<file path="config.mk">
export PLATFORM = sky130hd
export DESIGN_NAME = instr_encoder_flat
export DESIGN_NICKNAME = d
export VERILOG_FILES = /design/src/rtl/instr_encoder_if.sv /design/src/rtl/instr_encoder.sv /design/src/flat_wrapper.sv
export SDC_FILE = /design/constraint.sdc
export NUM_CORES = 1
export LEC_CHECK = 0
export ABC_AREA = 1
export CAP_MARGIN = 10
export CORE_UTILIZATION = 53
export DETAILED_ROUTE_END_ITERATION = 10
export PLACE_DENSITY = 0.88
export SYNTH_ARGS = -nofsm -noshare
export SYNTH_HDL_FRONTEND = slang
export SYNTH_SLANG_ARGS = --single-unit
</file>
<file path="constraint.sdc">
create_clock -name clk -period 3.6 [get_ports clk]
set_clock_uncertainty 0.2 [all_clocks]
set_input_delay 0.36 -clock clk [delete_from_list [all_inputs] [get_ports clk]]
set_output_delay 0.36 -clock clk [all_outputs]
set_load 0.03 [all_outputs]
</file>
<file path="src/rtl/instr_encoder_if.sv">
// rtl/instr_encoder_if.sv - input field stream and output word stream of the instruction encoder
interface instr_encoder_if;
    logic        in_valid;
    logic        in_ready;
    logic [3:0]  in_kind;
    logic [4:0]  in_rs;
    logic [4:0]  in_rt;
    logic [4:0]  in_rd;
    logic [4:0]  in_shamt;
    logic [5:0]  in_func;
    logic [15:0] in_imm;
    logic [25:0] in_target;
    logic        out_valid;
    logic        out_ready;
    logic [31:0] out_addr;
    logic [31:0] out_word;

    modport master (
        output in_valid, in_kind, in_rs, in_rt, in_rd, in_shamt, in_func, in_imm, in_target,
        output out_ready,
        input  in_ready, out_valid, out_addr, out_word
    );

    modport slave (
        input  in_valid, in_kind, in_rs, in_rt, in_rd, in_shamt, in_func, in_imm, in_target,
        input  out_ready,
        output in_ready, out_valid, out_addr, out_word
    );
endinterface

</file>
<file path="src/rtl/instr_encoder.sv">
// rtl/instr_encoder.sv - encodes decoded MIPS fields into machine words with sequential addresses
module instr_encoder #(
    parameter int          DEPTH     = 256,
    parameter logic [31:0] BASE_ADDR = 32'h0000_0000
) (
    input  logic                 clk,
    input  logic                 rst_n,
    input  logic                 clear,
    instr_encoder_if.slave       bus,
    output logic [16:0]          count,
    output logic                 err,
    output logic                 done
);
    localparam logic [16:0] L_DEPTH = 17'(DEPTH);

    // Two-entry buffer kept as a shift pair: entry 0 is always the head.
    logic [31:0] r_word0, r_word1;
    logic [31:0] r_addr0, r_addr1;
    logic [1:0]  r_occ;
    logic [16:0] r_count;
    logic        r_err;

    logic [31:0] w_enc;
    logic        w_supported;
    logic        w_accept;
    logic        w_push;
    logic        w_pop;
    logic [31:0] w_addr;

    always_comb begin
        w_supported = 1'b1;
        w_enc       = '0;
        case (bus.in_kind)
            4'd0:  w_enc = {6'b000000, bus.in_rs, bus.in_rt, bus.in_rd, bus.in_shamt, bus.in_func};
            4'd1:  w_enc = {6'b000000, bus.in_rs, 15'b0, 6'b001000};
            4'd2:  w_enc = {6'b100011, bus.in_rs, bus.in_rt, bus.in_imm};
            4'd3:  w_enc = {6'b101011, bus.in_rs, bus.in_rt, bus.in_imm};
            4'd4:  w_enc = {6'b001000, bus.in_rs, bus.in_rt, bus.in_imm};
            4'd5:  w_enc = {6'b001100, bus.in_rs, bus.in_rt, bus.in_imm};
            4'd6:  w_enc = {6'b001101, bus.in_rs, bus.in_rt, bus.in_imm};
            4'd7:  w_enc = {6'b001110, bus.in_rs, bus.in_rt, bus.in_imm};
            4'd8:  w_enc = {6'b001010, bus.in_rs, bus.in_rt, bus.in_imm};
            4'd9:  w_enc = {6'b000010, bus.in_target};
            4'd10: w_enc = {6'b000011, bus.in_target};
            4'd11: w_enc = {6'b000100, bus.in_rs, bus.in_rt, bus.in_imm};
            4'd12: w_enc = {6'b000101, bus.in_rs, bus.in_rt, bus.in_imm};
            default: w_supported = 1'b0;
        endcase
    end

    // in_ready is held low during reset and never looks at out_ready.
    assign bus.in_ready  = rst_n & ~clear & (r_count < L_DEPTH) & (r_occ != 2'd2);
    assign w_accept      = bus.in_valid & bus.in_ready;
    assign w_push        = w_accept & w_supported;
    assign w_pop         = (r_occ != 2'd0) & bus.out_ready;
    assign w_addr        = BASE_ADDR + {13'b0, r_count, 2'b00};

    assign bus.out_valid = (r_occ != 2'd0);
    assign bus.out_word  = r_word0;
    assign bus.out_addr  = r_addr0;
    assign count         = r_count;
    assign err           = r_err;
    assign done          = (r_count == L_DEPTH) & (r_occ == 2'd0);

    always_ff @(posedge clk or negedge rst_n) begin
        if (!rst_n) begin
            r_word0 <= '0;
            r_word1 <= '0;
            r_addr0 <= BASE_ADDR;
            r_addr1 <= BASE_ADDR;
            r_occ   <= 2'd0;
            r_count <= '0;
            r_err   <= 1'b0;
        end else if (clear) begin
            r_word0 <= '0;
            r_word1 <= '0;
            r_addr0 <= BASE_ADDR;
            r_addr1 <= BASE_ADDR;
            r_occ   <= 2'd0;
            r_count <= '0;
            r_err   <= 1'b0;
        end else begin
            if (w_accept && !w_supported)
                r_err <= 1'b1;
            if (w_push)
                r_count <= r_count + 17'd1;
            case ({w_push, w_pop})
                2'b10: begin
                    if (r_occ == 2'd0) begin
                        r_word0 <= w_enc;
                        r_addr0 <= w_addr;
                    end else begin
                        r_word1 <= w_enc;
                        r_addr1 <= w_addr;
                    end
                    r_occ <= r_occ + 2'd1;
                end
                2'b01: begin
                    r_word0 <= r_word1;
                    r_addr0 <= r_addr1;
                    r_occ   <= r_occ - 2'd1;
                end
                2'b11: begin
                    // Push while popping: new word goes behind whatever remains.
                    if (r_occ == 2'd1) begin
                        r_word0 <= w_enc;
                        r_addr0 <= w_addr;
                    end else begin
                        r_word0 <= r_word1;
                        r_addr0 <= r_addr1;
                        r_word1 <= w_enc;
                        r_addr1 <= w_addr;
                    end
                end
                default: ;
            endcase
        end
    end
endmodule

</file>
<file path="src/flat_wrapper.sv">
// flat-port wrapper written by rule: the top's interface ports become plain ports
module instr_encoder_flat 
#(
    parameter int          DEPTH     = 256,
    parameter logic [31:0] BASE_ADDR = 32'h0000_0000
)
  (clk, rst_n, clear, count, err, done, bus_in_valid, bus_in_kind, bus_in_rs, bus_in_rt, bus_in_rd, bus_in_shamt, bus_in_func, bus_in_imm, bus_in_target, bus_out_ready, bus_in_ready, bus_out_valid, bus_out_addr, bus_out_word);
  instr_encoder_if bus_i ();
  input  logic clk;
  input  logic rst_n;
  input  logic clear;
  output logic [16:0] count;
  output logic err;
  output logic done;
  input wire logic [$bits(bus_i.in_valid)-1:0] bus_in_valid;
  input wire logic [$bits(bus_i.in_kind)-1:0] bus_in_kind;
  input wire logic [$bits(bus_i.in_rs)-1:0] bus_in_rs;
  input wire logic [$bits(bus_i.in_rt)-1:0] bus_in_rt;
  input wire logic [$bits(bus_i.in_rd)-1:0] bus_in_rd;
  input wire logic [$bits(bus_i.in_shamt)-1:0] bus_in_shamt;
  input wire logic [$bits(bus_i.in_func)-1:0] bus_in_func;
  input wire logic [$bits(bus_i.in_imm)-1:0] bus_in_imm;
  input wire logic [$bits(bus_i.in_target)-1:0] bus_in_target;
  input wire logic [$bits(bus_i.out_ready)-1:0] bus_out_ready;
  output wire logic [$bits(bus_i.in_ready)-1:0] bus_in_ready;
  output wire logic [$bits(bus_i.out_valid)-1:0] bus_out_valid;
  output wire logic [$bits(bus_i.out_addr)-1:0] bus_out_addr;
  output wire logic [$bits(bus_i.out_word)-1:0] bus_out_word;
  assign bus_i.in_valid = bus_in_valid;
  assign bus_i.in_kind = bus_in_kind;
  assign bus_i.in_rs = bus_in_rs;
  assign bus_i.in_rt = bus_in_rt;
  assign bus_i.in_rd = bus_in_rd;
  assign bus_i.in_shamt = bus_in_shamt;
  assign bus_i.in_func = bus_in_func;
  assign bus_i.in_imm = bus_in_imm;
  assign bus_i.in_target = bus_in_target;
  assign bus_i.out_ready = bus_out_ready;
  assign bus_in_ready = bus_i.in_ready;
  assign bus_out_valid = bus_i.out_valid;
  assign bus_out_addr = bus_i.out_addr;
  assign bus_out_word = bus_i.out_word;
  instr_encoder #(.DEPTH(DEPTH), .BASE_ADDR(BASE_ADDR)) u_core (.clk(clk), .rst_n(rst_n), .clear(clear), .bus(bus_i), .count(count), .err(err), .done(done));
endmodule
</file>
==> summary.md <==
| Metric | Value |
|---|---|
| Worst R2R Setup Slack | 0.70 ns |
| Wire per inst | ~15 um |
| Vias in the first global route | 5706 |
| Antenna cells | 0 |
| Seq cells post-synth | 116 |
| Worst reg-to-reg path cell count | 11 |
| Initial antenna violation count | 0 |
| Setup TNS | 0 ns |
| CTS tree | done |
| DRC | 0 |
| Critical Path Sink | u_core.bus.out_word[3] |
| Crit path required time | 3.70 ns |
| FFs w/ async S/R, synth | 100.0% |
| Root buf cell | clkbuf_16 |
| Die footprint | 11760 sq um |
| Die Wd | roughly 110 um |
| Maximum VDD drop | around 0.57 mV |
| Tmin final | 2.897 ns |
| Vias | 5690 |
| Post-place setup slack | 0.6515 ns |
| Unique masters post-synth | 36 |
| Comb pwr share | 28.9% |
| Placed cell count | 1043 |
| Slew Viols, Final | 0 |
| RR Endpoint | u_core.bus.out_word[3] |
| Cell Int Power | 2.812 mW |
| Synth cell count leaders | nand2_1, dfrtp_1, inv_1 |
| Critical Path Start Type | flop |
| Post-synth EDFFs | 0 |
| Total CTS buffers | 17 |
| Seq/Total Area, Yosys | between 40 and 50% |
| Worst min path class | flop to flop |
| Net Sw Power | ~1.4 mW |
| Worst R2R Start | u_core.r_occ[0] |
| Dominant cell type by area after synthesis | dfrtp_1 |
| Crit. Startpoint | u_core.r_occ[0] |
| Final Util | about three quarters |
| Ranking of synthesized cells by area | dfrtp_1, nand2_1, nand3_1 |
| Post-route insts no fill | 1072 |
| Post-synth top area share | between 40% and 50% |
| TritonRoute pass-1 iters | 6 |
| GRT Max-Usage Layer | met2 |
| Sequential share of power | 35.2% |
| Final Hold Vio Count | 0 |
| CP Capture Type | flop |
| Worst-path maximum fanout | 37 |
| Gate Count Post-Synth | 782 |
| Sink Count | 116 |
| Met1 Usage GRT | between 30% and 40% |
| Met2 usage | 49.86% |
| Cell with the most instances after synthesis | nand2_1 |
| Clock buffer depth | 2 |
| Setup-failing EPs final | 0 |
| Global route total overflow | 0 |
| Outcome | finished clean |
| Slew HR | 38.32% |
| Die height | 108.4 um |
| # nets final | 1005 |
| Hold slack | 0.2750 ns |
| PortBufs | roughly 150 |
| Kind of critical path | flop to flop |
| RePlAce Congestion | 0.8863 |
| YS warnings | 0 |
| Area Overhead vs Synth | 33.76% |
| ANT nets after route | 0 |
| Post-Syn Area | 6003 sq um |
| Highest clock rate | 345.2 MHz |
| GRT met3 Usage | about 6.3% |
| Sw Ratio | 33.24% |
| Average cell area after synthesis | 7.677 sq um |
| RSZ-0062 raised after global routing | false |
| DR iter-0 viols | 395 |
| Top-Level Pins | 162 |
| Lkg Pwr | 3.899 nW |
| Max-cap violation count | 0 |
| WL final | 15.95 mm |
| Core Region | 10940 sq um |
| Gr usage total | 29.67% |
| H-tree Lvls | 4 |
| Hold path depth | 2 |
| Worst slew pin tran | 0.9252 ns |
| Starting Density | 54.90% |
| Primary FF master, synth | dfrtp_1 |
| Ratio of cells with drive above 1 in the final layout | 6.438% |
| Core Rows | 38 |
| CP arrival | 2.99 ns |
| Setup WS post-layout | 0.7028 ns |
| Clock-pin slew on the worst setup and hold paths | 0.05 ns |
| Largest net degree at the start of global routing | between 70 and 80 |
| Crit share post-route | a little over 80% |
| Worst skew pair latency | 0.41 ns |
| Vias/cell | around 5.3 |
| Cell Pwr Density | 524.6 nW/um^2 |
| First-pass GRT wire length | approximately 27 mm |
| Post-DP HPWL | 10.86 mm |
| Clock power share | a little over a third |
critical path, stage by stage, from the launching register on:
cell and delay [ns]:
dfrtp_1 0.35, inv_1 0.09, ha_1 0.26, inv_1 0.19
nand2_2 0.18, inv_1 0.33, buf_4 0.25, nand2_2 0.08
inv_2 0.47, nand2_1 0.17, nand3_1 0.13, nand2_1 0.06
worst min path at each step:
stage | start | end | slack, ns
global route | u_core.bus.out_word[4] | u_core.bus.out_word[4] | 0.30
CTS | u_core.bus.out_addr[3] | u_core.bus.out_addr[3] | 0.28
finish | u_core.bus.out_word[4] | u_core.bus.out_word[4] | 0.28
floorplan | rst_n | u_core.bus.out_addr[10] | -0.14
global placement | u_core.bus.out_word[7] | u_core.bus.out_word[7] | 0.26
detailed placement | rst_n | u_core.bus.out_word[14] | 0.27
area by class of cell:
type                            instances  area, sq um
Inverter                               97        364.1
Fill cell                             828         2905
Multi-Input combinational cell        531         2474
Tap cell                              140        175.2
Timing Repair Buffer                  160         1589
Sequential cell                       116         2903
Clock inverter                          5        27.53
Clock buffer                           23        498.0
power by group through the flow:
stage	clock network, mW	logic [mW]	registers (mW)
2_1_floorplan	0	0.579	1.68
5_1_grt	1.58	1.33	1.50
6_report	1.51	1.22	1.48
4_1_cts	1.53	1.22	1.48
3_3_place_gp	0	1.18	1.50
3_5_place_dp	0	1.21	1.50
metal layers:
layer	share of wire [%]	routed length (um)	vias to the layer above
li1	-	-	2737
met1	41	6499	2707
met2	50	8028	206
met3	5.6	889	40
met4	3.4	537	0
met5	0	0	-
logic make-up after synthesis:
| family | synth area share (%) |
|---|---|
| AO/OA/AOI/OAI | 8.462 |
| AND/OR/NAND/NOR | 30.41 |
| flip-flops | 48.35 |
| XOR/XNOR | 0.2918 |
| buffers and inverters | 11.38 |
| other | 0.06247 |
| adder cells (fa/ha/maj) | 1.042 |
registers in the layout, indices dropped and copies added, names as in the netlist:
name	flops
u_core.r_word1	31
u_core.err	1
u_core.bus.out_word	31
u_core.bus.out_addr	17
u_core.r_addr1	17
u_core.count	17
u_core.r_occ	2
timing repair:
| item | 4_1_cts | 5_1_grt |
|---|---|---|
| endpoints found under the hold margin | 41 | 0 |
| endpoints found under the setup margin | 0 | 0 |
| buffers inserted | 0 | 0 |
| resized for setup | 0 | 0 |
| hold buffers | 1 | 0 |
placed cells by master, fill, tap and decap left out, types with 2 or more instances in the layout:
cell type	Yosys	routed
xor2_1	2	2
inv_2	5	5
and3_1	11	11
nand4_1	6	6
inv_1	92	92
a21boi_0	3	3
nand3_1	82	82
a21oi_1	4	4
o21ai_0	31	31
clkbuf_16	0	17
dfrtp_1	116	116
buf_4	19	13
buf_12	0	2
a22o_1	4	4
clkbuf_8	0	5
nand2_1	258	258
nor3_1	3	3
nand2_2	3	3
clkdlybuf4s50_1	0	144
o22ai_1	35	35
nor4_1	2	2
nor2_2	2	2
nor2_1	51	51
clkinv_2	0	4
ha_1	5	5
a22oi_1	2	2
conb_1	1	16
nand3_2	2	2
per-stage QoR:
stage	cell area, sq um	power (mW)
2_1_floorplan	6060	2.259
3_3_place_gp	7495	2.684
3_5_place_dp	7495	2.710
4_1_cts	8030	4.228
5_1_grt	8030	4.409
6_report	8030	4.213
Note: power is estimated with default switching activity, not from simulation.
